<file path="src/rtl/store_buffer.sv">
// MEM-stage store buffer: aligns SB/SH/SW stores and queues them
// in a small FIFO that drains to the data memory write port.
module store_buffer #(
  parameter int BITS_SIZE = 32,
  parameter int ADDR_SIZE = 32,
  parameter int DEPTH     = 2
) (
  input  logic                 i_clk,
  input  logic                 i_reset,
  input  logic                 i_store_valid,
  input  logic [1:0]           i_store_type,
  input  logic [ADDR_SIZE-1:0] i_addr,
  input  logic [BITS_SIZE-1:0] i_data,
  output logic                 o_store_ready,
  output logic                 o_stall,
  output logic                 o_misaligned,
  output logic                 o_empty,
  output logic                 o_mem_we,
  output logic [ADDR_SIZE-1:0] o_mem_addr,
  output logic [BITS_SIZE-1:0] o_mem_wdata,
  output logic [3:0]           o_mem_be,
  input  logic                 i_mem_ack
);

  localparam int PW = (DEPTH > 2) ? $clog2(DEPTH) : 1;
  localparam logic [PW:0] FULL = (PW+1)'(DEPTH);

  localparam logic [1:0] ST_SB = 2'b00;
  localparam logic [1:0] ST_SH = 2'b01;
  localparam logic [1:0] ST_SW = 2'b10;

  typedef struct packed {
    logic [ADDR_SIZE-1:0] addr;
    logic [BITS_SIZE-1:0] wdata;
    logic [3:0]           be;
  } entry_t;

  entry_t        q [DEPTH];
  logic [PW-1:0] head;
  logic [PW-1:0] tail;
  logic [PW:0]   count;

  entry_t     al;
  logic       legal;
  logic       enq;
  logic       deq;
  logic [1:0] a;

  assign a = i_addr[1:0];

  always_comb begin
    al       = '0;
    legal    = 1'b0;
    al.addr  = {i_addr[ADDR_SIZE-1:2], 2'b00};
    unique case (1'b1)
      (i_store_type == ST_SB): begin
        legal    = 1'b1;
        al.be    = 4'b0001 << a;
        al.wdata = {4{i_data[7:0]}};
      end
      (i_store_type == ST_SH): begin
        legal    = ~a[0];
        al.be    = a[1] ? 4'b1100 : 4'b0011;
        al.wdata = {2{i_data[15:0]}};
      end
      (i_store_type == ST_SW): begin
        legal    = (a == 2'b00);
        al.be    = 4'b1111;
        al.wdata = i_data;
      end
      default: legal = 1'b0;
    endcase
  end

  assign o_store_ready = (count != FULL);
  assign o_stall       = i_store_valid & ~o_store_ready;
  assign o_empty       = (count == '0);
  assign o_mem_we      = ~o_empty;

  assign enq = i_store_valid & o_store_ready & legal;
  assign deq = o_mem_we & i_mem_ack;

  // Head fields are forced to zero while the queue is empty
  assign o_mem_addr  = o_mem_we ? q[head].addr  : '0;
  assign o_mem_wdata = o_mem_we ? q[head].wdata : '0;
  assign o_mem_be    = o_mem_we ? q[head].be    : '0;

  always_ff @(posedge i_clk or negedge i_reset) begin
    if (!i_reset) begin
      head         <= '0;
      tail         <= '0;
      count        <= '0;
      o_misaligned <= 1'b0;
    end else begin
      o_misaligned <= i_store_valid & ~legal;
      if (enq) tail <= tail + 1'b1;
      if (deq) head <= head + 1'b1;
      case ({enq, deq})
        2'b10:   count <= count + 1'b1;
        2'b01:   count <= count - 1'b1;
        default: count <= count;
      endcase
    end
  end

  always_ff @(posedge i_clk or negedge i_reset) begin
    if (!i_reset) begin
      for (int i = 0; i < DEPTH; i++) q[i] <= '0;
    end else if (enq) begin
      q[tail] <= al;
    end
  end

endmodule

</file>
<file path="config.mk">
export PLATFORM = sky130hd
export DESIGN_NAME = store_buffer
export DESIGN_NICKNAME = d
export VERILOG_FILES = /design/src/rtl/store_buffer.sv
export SDC_FILE = /design/constraint.sdc
export NUM_CORES = 1
export LEC_CHECK = 0
export ABC_AREA = 1
export BUFFER_PORTS_ARGS = -buffer_cell sky130_fd_sc_hd__buf_2
export CORE_UTILIZATION = 40
export DETAILED_ROUTE_END_ITERATION = 10
export PLACE_DENSITY = 0.73
export SLEW_MARGIN = 20
export SYNTH_ARGS = -nofsm -noshare
export SYNTH_HDL_FRONTEND = slang
export SYNTH_SLANG_ARGS = --single-unit
</file>
<file path="constraint.sdc">
create_clock -name i_clk -period 2.85 [get_ports i_clk]
set_clock_uncertainty 0.2 [all_clocks]
set_input_delay 0.1425 -clock i_clk [delete_from_list [all_inputs] [get_ports i_clk]]
set_output_delay 0.1425 -clock i_clk [all_outputs]
set_load 0.05 [all_outputs]
</file>
==> out/results.tsv, run 1 <==
metric	value	unit
CP cell instances	buf_4 -> nand2_1 -> a21oi_1 -> buf_2	
Initial Utilization	41.0	%
final wirelength	20600	um
First DRT Iteration DRCs	534	
CP Capture Type	output pin	
die height	133	um
number of distinct library cells after synthesis	20	
max incr delay on CP	0.47	ns
post-detail-place hpwl	12200	um
hold slack	-0.00812	ns
Comb pwr share	51.1	%
relative slew slack	45.2	%
Post-synth EDFFs	0	
fillers	1584	
CTS tree	yes	
Buf+Inv Stages, Crit Path	2	
port buffer count	140	
antenna-violating nets left	0	
GPL Wtd Cong	0.863	
max-cap violation count	0	
layout cells sized above 1	17.4	%
CTS Buf Count	17	
Max clock buf depth	2	
clock sinks	137	
f_max	0.432	GHz
WP data arrival	1.97	ns
Antenna diodes	0	
Top FF cell, synth	dfrtp_1	
CTS root buffer	clkbuf_16	
Pwr per Cell Area	1300	nW/um2
Slew Limit Fails	0	
count leader, synth	nand2_1	
die area	17600	um2
Die Width	133	um
sequential share of power	29.4	%
Yosys top cell area share	50.3	%
violated checks	negative hold slack	
leakage	4.72	nW
Crit-path slowest cell	buf_4	
H-tree depth	4	
post-synthesis instance total	931	
total number of vias	6861	
Power Internal	0.00570	W
Critical Path RT	2.51	ns
setup TNS	0	ns
Avg WL per Cell	15.5	um
1st-pass router iterations	5	
P&R area growth vs syn	30.3	%
Worst-path clk slew	0.06	ns
sw frac	50.7	%
Post-Synthesis Cell Area	6820	um2
first-pass GRT wire length	33400	um
sequential-to-total area share from yosys stat	50.3	%
NumNets Final	1165	
Worst-Skew Late Latency	0.42	ns
DRC	0	
Hold Path Class	in2async	
Yosys warning count	0	
crit path launch type	flip-flop	
part of the power in the clock network	19.6	%
syn avg cell area	7.33	um2
largest cells by area after synthesis	dfrtp_1, nand2_1, nand3_1, a21oi_1, clkbuf_1	
total grt overflow	0	
# Post-CTS Setup Buffers	0	
Worst Path Class, Setup	reg2out	
Top delay family on crit path	buffers and inverters	
io pins	143	
unrepaired setup endpoints after global routing	no	
number of global-route vias before repair	6491	
status	complete, but fails checks	
Placeable Area	16600	um2
shortest period the worst path allows	2.32	ns
placed cell area	7670	um2
post-cts gate resize count	0	
crit path max fanout	45	
Core Rows	47	
Sw Pwr	0.00585	W
largest net degree at the start of global routing	133	
leading area contributor after synthesis	dfrtp_1	
Finished Cell Area	8890	um2
setup violators final	0	
Hold Vio Cnt, Final	3	
VDD IR max	0.000596	V
vias per std cell	5.17	
initial antenna violation count	0	
flops & latches, synth	137	
Final Cycle Share	81.3	%
Worst-Margin Slew	0.822	ns
All-Layer GR Usage	24.3	%
Synth top cells by count	nand2_1, nand3_1, dfrtp_1, a21oi_1, clkbuf_1	
ys async rst share	100	%
==> worst register-to-register path, delay by kind of cell (launching register included) <==
| kind | cells | cell delay (ns) |
|---|---|---|
| buffers and inverters | 1 | 0.25 |
| XOR/XNOR | 1 | 0.16 |
| AND/OR/NAND/NOR | 2 | 0.24 |
| flip-flops | 1 | 0.46 |
| adder cells (fa/ha/maj) | 1 | 0.34 |
| AO/OA/AOI/OAI | 2 | 0.24 |
==> logic make-up after synthesis <==
| logic type | synth area share, % |
|---|---|
| AO/OA/AOI/OAI | 5.94 |
| XOR/XNOR | 0.385 |
| adder cells (fa/ha/maj) | 0.183 |
| buffers and inverters | 5.91 |
| flip-flops | 50.3 |
| other | 0.0550 |
| AND/OR/NAND/NOR | 37.3 |
==> area by class of cell <==
type	instances	area, um2	share of cell area, %
inverter	19	71.3	0.802
clock buffer	21	460	5.18
sequential	137	3430	38.6
tap	220	275	3.10
multi-input combinational	702	3010	33.8
clock inverter	11	146	1.65
timing repair buffer	217	1500	16.9
==> sequential cells by signal (all words and copies together), names as in the netlist <==
name and cells:
count 2, o_misaligned 1, q 132, head 1
tail 1
==> power by group through the flow <==
stage | clock, W | sequential [W] | combinational [W]
6_report | 0.00226 | 0.00339 | 0.00590
2_1_floorplan | 0 | 0.00324 | 0.00450
3_3_place_gp | 0 | 0.00336 | 0.00576
4_1_cts | 0.00229 | 0.00338 | 0.00591
5_1_grt | 0.00238 | 0.00349 | 0.00638
3_5_place_dp | 0 | 0.00340 | 0.00582
==> worst paths after layout <==
kind	startpoint	endpoint	slack [ns]	cells after the start
worst min-delay path	i_reset	q[125]	-0.008	2
max in group asynchronous	i_reset	q[1]	1.69	3
worst max register to register	count[0]	count[1]	0.84	7
worst max-delay path	head	o_mem_wdata[11]	0.53	4
worst min register to register	q[6]	q[6]	0.27	2
min in group i_clk	i_data[14]	q[18]	0.01	5
==> metrics by stage <==
stage,utilization (%),setup slack [ns],power (W),instances
after CTS,53.4,0.522,0.0116,1327
after global placement,46.1,0.931,0.00912,1234
after floorplan,-,0.532,0.00774,932
final,53.4,0.534,0.0115,1327
after detailed placement,46.1,0.888,0.00922,1234
after global routing,53.4,0.434,0.0123,1327
==> cells in the final DEF, fill, tap and decap left out, drive strengths merged <==
master | netlist | routed
a21oi | 68 | 68
buf | 30 | 156
bufinv | 0 | 3
clkbuf | 44 | 21
clkinv | 2 | 8
clkinvlp | 0 | 2
conb | 1 | 2
dfrtp | 137 | 137
dlygate4sd3 | 0 | 61
ha | 1 | 1
inv | 17 | 17
nand2 | 417 | 417
nand3 | 181 | 181
nand4 | 2 | 2
nor2 | 15 | 15
o21ai | 13 | 13
xnor2 | 2 | 2
xor2 | 1 | 1
==> layer usage <==
| metal | vias to the layer above | global-route usage (%) | share of wire [%] |
|---|---|---|---|
| li1 | 3320 | - | - |
| met1 | 3251 | 33.1 | 44 |
| met2 | 274 | 39.0 | 47 |
| met3 | 16 | 5.29 | 7.1 |
| met4 | 0 | 7.02 | 1.4 |
| met5 | - | 0 | 0 |
==> what timing repair did <==
action | 4_1_cts | 5_1_grt
endpoints found under the hold margin | 248 | 0
endpoints found under the setup margin | 0 | 0
hold buffers | 61 | 0
No activity file was read; power rests on OpenSTA's default activity.
==> run 2: changes to the inputs <==
--- a/config.mk
+++ b/config.mk
@@ -9,7 +9,7 @@
 export BUFFER_PORTS_ARGS = -buffer_cell sky130_fd_sc_hd__buf_2
 export CORE_UTILIZATION = 40
 export DETAILED_ROUTE_END_ITERATION = 10
-export PLACE_DENSITY = 0.73
+export PLACE_DENSITY = 0.76
 export SLEW_MARGIN = 20
 export SYNTH_ARGS = -nofsm -noshare
 export SYNTH_HDL_FRONTEND = slang
==> constraint.sdc (replaced) <==
create_clock -name i_clk -period 2.1 [get_ports i_clk]
set_clock_uncertainty 0.2 [all_clocks]
set_input_delay 0.105 -clock i_clk [delete_from_list [all_inputs] [get_ports i_clk]]
set_output_delay 0.105 -clock i_clk [all_outputs]
set_load 0.05 [all_outputs]
==> run 2 against run 1 <==
Net effect: the flow now finishes without violations; utilization grew 2.8 points; clock-buffer cell count shrank 2; critical path depth grew 1; first-iteration DRC count grew 14%; wire length grew 4.3%; non-clock buffer count grew 15; sequential cell count is the same; worst setup slack lost 0.48 ns; hold slack gained 0.037 ns; final area grew 5.3%; largest cell class unchanged.
==> out/results.tsv, run 2 (same netlist as run 1, synthesis figures left out) <==
metric	value	unit	change
Top Registers	q: 132 flops, count: 2 flops		
1st-pass router iterations	6		+1
final wirelength	21500	um	+4.3%
hold slack	0.0290	ns	+0.0371 ns
CP cell instances	inv_2 -> buf_12 -> nand2_1 -> a21oi_2 -> buf_2		
Buf+Inv Stages, Crit Path	3		+1
f_max	0.489	GHz	
die area	17600	um2	unchanged
H-tree depth	4		unchanged
relative slew slack	61.9	%	+17 points
max-cap violation count	0		unchanged
number of global-route vias before repair	6898		+6.3%
total number of vias	7030		+2.5%
Worst Path Class, Setup	reg2out		
Critical R2R Capture	count[1]		
Placeable Area	16600	um2	unchanged
GPL Wtd Cong	0.855		-0.92%
largest net degree at the start of global routing	133		unchanged
initial antenna violation count	1		+1
VDD IR max	0.00113	V	+89%
hold path startpoint	i_data[27]		
Largest register FFs	132		unchanged
setup violators final	0		unchanged
Avg WL per Cell	16.0	um	+3.1%
WP data arrival	1.74	ns	-0.23 ns
CTS Buf Count	17		unchanged
Final Cycle Share	97.5	%	
All-Layer GR Usage	25.8	%	+1.5 points
crit path launch type	flip-flop		
CTS root buffer	clkbuf_16		
antenna-violating nets left	0		unchanged
Worst-Margin Slew	0.572	ns	-0.249 ns
hold path cells	5		
die height	133	um	unchanged
commonest non-fill, non-tap cell in the layout	nand2_1		
crit path max fanout	36		-20%
NumNets Final	1180		+1.3%
post-detail-place hpwl	12400	um	+1.6%
Initial Utilization	41.0	%	unchanged
most frequent cells in the layout	nand2_1, nand3_1, dfrtp_1		
Hold Vio Cnt, Final	0		-3
# Post-CTS Setup Buffers	0		unchanged
met3 WL	1720	um	+17%
met2 wire length	10200	um	+5.0%
Worst-Skew Late Latency	0.43	ns	about the same
flop2flop setup slack	0.18	ns	-0.66 ns
layout cells sized above 1	22.0	%	+4.6 points
leakage	4.83	nW	+2.3%
CP Capture Type	output pin		
CTS tree	yes		
Hold Path Class	in2reg		
total grt overflow	0		unchanged
Hold Path Sink	q[31]		
vias per std cell	5.23		+1.2%
status	finished, final reports clean		
Crit-path slowest cell	dfrtp_2		
setup TNS	0	ns	unchanged
Levels on crit path	5		+1
Reg-to-Reg Start	count[0]		
Pwr per Cell Area	1770	nW/um2	+36%
Max clock buf depth	2		unchanged
Tot Pwr	0.0166	W	+44%
P&R area growth vs syn	37.3	%	
max incr delay on CP	0.43	ns	-0.04 ns
First DRT Iteration DRCs	609		+14%
port buffer count	140		unchanged
io pins	143		unchanged
Critical Path RT	1.79	ns	-0.72 ns
clock sinks	137		unchanged
DRC	0		unchanged
Core Rows	47		unchanged
largest register by flop count	q		
shortest period the worst path allows	2.05	ns	
Slew Limit Fails	0		unchanged
M1 WL	9070	um	-0.98%
Worst-path clk slew	0.06	ns	about the same
first-pass GRT wire length	35600	um	+6.3%
top sig layer	met4		
Reg2Reg Depth	9		+2
Die Width	133	um	unchanged
Top delay family on crit path	buffers and inverters		
[run 2: worst max path at each step]
stage / start / endpoint
2_1_floorplan: count[0] / o_mem_we
3_3_place_gp: i_store_type[1] / count[1]
3_5_place_dp: i_store_type[1] / count[1]
4_1_cts: head / o_mem_addr[13]
5_1_grt: head / o_mem_addr[12]
6_report: head / o_mem_wdata[18]
[run 2: metal layers]
layer	GRT usage, %	up-vias
li1	-	3356
met1	33.1	3283
met2	43.0	342
met3	5.29	49
met4	9.39	0
met5	0	-
[run 2: layout make-up]
type,count,area [um2]
Clock buffer,19,453
Inverter,19,78.8
Antenna cell,1,2.50
Multi-Input combinational cell,702,3170
Sequential cell,137,3430
Timing Repair Buffer,232,1750
Tap cell,220,275
Fill cell,1481,7280
Clock inverter,13,199
[run 2: timing repair]
| item | CTS | global route |
|---|---|---|
| resized for setup | 2 | 32 |
| setup endpoints to repair | 25 | 118 |
| gates cloned | 0 | 0 |
| endpoints found under the hold margin | 270 | 0 |
| pin swaps | 0 | 0 |
| hold buffers | 72 | 0 |
[run 2: worst reg2reg max path, cell delays in order (launching register included)]
cell and delay [ns]:
dfrtp_1 0.47, inv_2 0.05, nand2_2 0.06, nand2_1 0.10
nor2_4 0.16, inv_1 0.07, ha_1 0.30, a21oi_1 0.12
o21ai_0 0.12, xnor2_1 0.15
[run 2: metrics by stage]
step,utilization [%],setup WS (ns),instance area [um2],instances
2_1_floorplan,-,-0.130,6980,932
3_3_place_gp,47.5,0.227,7900,1239
3_5_place_dp,47.5,0.142,7900,1239
4_1_cts,55.8,0.0140,9280,1343
5_1_grt,56.3,-0.00407,9360,1343
6_report,56.3,0.0529,9360,1343
[run 2: power breakdown]
| group | switching (W) | total [W] | leakage [nW] | internal (W) |
|---|---|---|---|---|
| Sequential | 0.000718 | 0.00460 | 1.73 | 0.00388 |
| Clock | 0.00114 | 0.00330 | 0.319 | 0.00216 |
| Combinational | 0.00637 | 0.00869 | 2.79 | 0.00231 |
| Total | 0.00823 | 0.0166 | 4.83 | 0.00835 |
==> run 3: changes to the inputs <==
==> constraint.sdc (replaced) <==
create_clock -name i_clk -period 2.1 [get_ports i_clk]
set_clock_uncertainty 0.2 [all_clocks]
set_input_delay 0.315 -clock i_clk [delete_from_list [all_inputs] [get_ports i_clk]]
set_output_delay 0.315 -clock i_clk [all_outputs]
set_load 0.05 [all_outputs]
==> run 3 against run 2 <==
Net effect: die area is the same; critical path type unchanged; hold slack gained 0.057 ns; utilization grew 4.5 points; non-clock buffer count shrank 22; combinational power grew 33%; power grew 16%; sequential cell count is the same; sequential share of layout area shrank 2.7 points; first-iteration DRC count grew 7.1%; the run now ends with negative setup slack left; sequential power grew 0.9%; final area grew 8.0%; largest power group unchanged.
==> out/results.tsv, run 3 (same netlist as run 1, synthesis figures left out) <==
metric	value	unit	change
status	complete, but fails checks		
violated checks	negative setup slack		
post-detail-place hpwl	12800	um	+3.4%
Top cell by count, worst path	buf_6		
Critical R2R Capture	count[1]		
Slew Limit Fails	0		unchanged
die height	133	um	unchanged
Placeable Area	16600	um2	unchanged
met3 Usage GRT	6.93	%	+1.6 points
Worst-Skew Late Latency	0.42	ns	about the same
Levels on crit path	5		unchanged
crit path launch type	flip-flop		
Critical Path RT	1.58	ns	-0.21 ns
multi-input logic area	3640	um2	+15%
VDD IR max	0.00116	V	+3.1%
max-cap violation count	0		unchanged
Crit-path slowest cell	dfrtp_2		
max incr delay on CP	0.46	ns	+0.03 ns
Hold Path Class	in2reg		
CTS root buffer	clkbuf_16		
Buf+Inv Stages, Crit Path	3		unchanged
First DRT Iteration DRCs	652		+7.1%
GPL Wtd Cong	0.897		+5.0%
Avg WL per Cell	17.5	um	+9.5%
Final Cycle Share	103	%	+5.9 points
Tot Pwr	0.0193	W	+16%
leakage	4.95	nW	+2.3%
layout cells sized above 1	28.1	%	+6.1 points
1st-pass router iterations	5		-1
Final Util	60.7	%	+4.5 points
antenna-violating nets left	0		unchanged
Top Registers	q: 132 flops, count: 2 flops		
All-Layer GR Usage	26.7	%	+0.86 points
Reg2Reg Depth	8		-1
P&R area growth vs syn	48.2	%	
met2 usage	42.3	%	-0.79 points
Die Width	133	um	unchanged
shortest period the worst path allows	2.17	ns	+0.124 ns
Largest register FFs	132		unchanged
total number of vias	7162		+1.9%
total grt overflow	0		unchanged
die area	17600	um2	unchanged
first-pass GRT wire length	36300	um	+2.1%
CP cell instances	clkinv_4 -> buf_6 -> nand2_1 -> a21oi_4 -> buf_6		
most frequent cells in the layout	nand2_1, nand3_1, dfrtp_1		
Antenna diodes	0		-1
Final WS setup	-0.0715	ns	-0.124 ns
vias per std cell	5.43		+3.7%
hold slack	0.0864	ns	+0.0575 ns
Worst-Margin Slew	0.549	ns	-0.0232 ns
Max clock buf depth	2		unchanged
crit path max fanout	11		-69%
WP data arrival	1.66	ns	-0.08 ns
Reg-to-Reg Start	count[0]		
clock sinks	137		unchanged
Core Rows	47		unchanged
final wirelength	23100	um	+7.6%
largest net degree at the start of global routing	133		unchanged
Hold Vio Cnt, Final	0		unchanged
io pins	143		unchanged
relative slew slack	63.4	%	+1.5 points
NumNets Final	1158		-1.9%
fillers	1373		-7.3%
Setup crit end	o_mem_wdata[6]		
CTS tree	yes		
setup TNS	-2.10	ns	-2.10 ns
Worst-path clk slew	0.06	ns	about the same
Initial Utilization	41.0	%	unchanged
CP Capture Type	output pin		
number of global-route vias before repair	6802		-1.4%
setup violators final	61		+61
largest register by flop count	q		
initial antenna violation count	0		-1
CP startpoint	head		
Top delay family on crit path	buffers and inverters		
f_max	0.461	GHz	-5.7%
met1 global-route usage	36.0	%	+2.8 points
post-place setup slack	0.121	ns	-0.0206 ns
global routing's busiest layer	met2		
unrepaired setup endpoints after global routing	yes		
H-tree depth	4		unchanged
commonest non-fill, non-tap cell in the layout	nand2_1		
register area	3430	um2	about the same
port buffer count	140		unchanged
Pwr per Cell Area	1910	nW/um2	+7.9%
flop2flop setup slack	0.07	ns	-0.11 ns
DRC	0		unchanged
Worst Path Class, Setup	reg2out		
CTS Buf Count	17		unchanged
[run 3: worst min-delay path, stage by stage]
cell    delay [ns]
buf_2         0.11
inv_1         0.05
nor2_1        0.06
xor2_1        0.12
[run 3: repair_timing]
item / CTS / global route
endpoints found under the setup margin: 68 / 67
cloned: 5 / 4
hold buffers: 32 / 0
setup buffers: 3 / 3
resized for setup: 164 / 34
pin swaps: 2 / 2
hold endpoints to repair: 198 / 0
[run 3: how the worst min path moves through the flow]
stage,start,endpoint,slack (ns),cells after the start
4_1_cts,i_mem_ack,head,0.07,4
2_1_floorplan,i_reset,count[0],-0.18,0
5_1_grt,i_mem_ack,head,0.09,4
3_3_place_gp,i_reset,q[22],0.01,1
6_report,i_mem_ack,head,0.09,4
3_5_place_dp,i_reset,q[22],0.01,1
[run 3: metal layers]
| layer | routed length, um | vias to the layer above | share of wire (%) |
|---|---|---|---|
| met2 | 11100 | 361 | 48 |
| met4 | 318 | 0 | 1.4 |
| met3 | 1940 | 31 | 8.4 |
| met5 | 0 | - | 0 |
| met1 | 9770 | 3453 | 42 |
| li1 | - | 3317 | - |
[run 3: final cells by class]
| cell class | count | area share (%) |
|---|---|---|
| clock buffers | 22 | 4.59 |
| clock inverters | 9 | 1.21 |
| inverters | 19 | 0.780 |
| multi-input cells | 702 | 36.0 |
| flip-flops and latches | 137 | 34.0 |
| well taps | 220 | 2.72 |
| repair buffers | 210 | 20.7 |
[run 3: power by group]
part	internal (W)	switching (W)
clock	0.00191	0.00113
sequential	0.00389	0.000751
combinational	0.00420	0.00743
total	0.0100	0.00931
[run 3: per-stage QoR]
stage	instance area, um2	std cells
final	10100	1319
after global routing	10100	1319
after CTS	9940	1314
after detailed placement	8350	1243
after global placement	8350	1243
after floorplan	7370	932
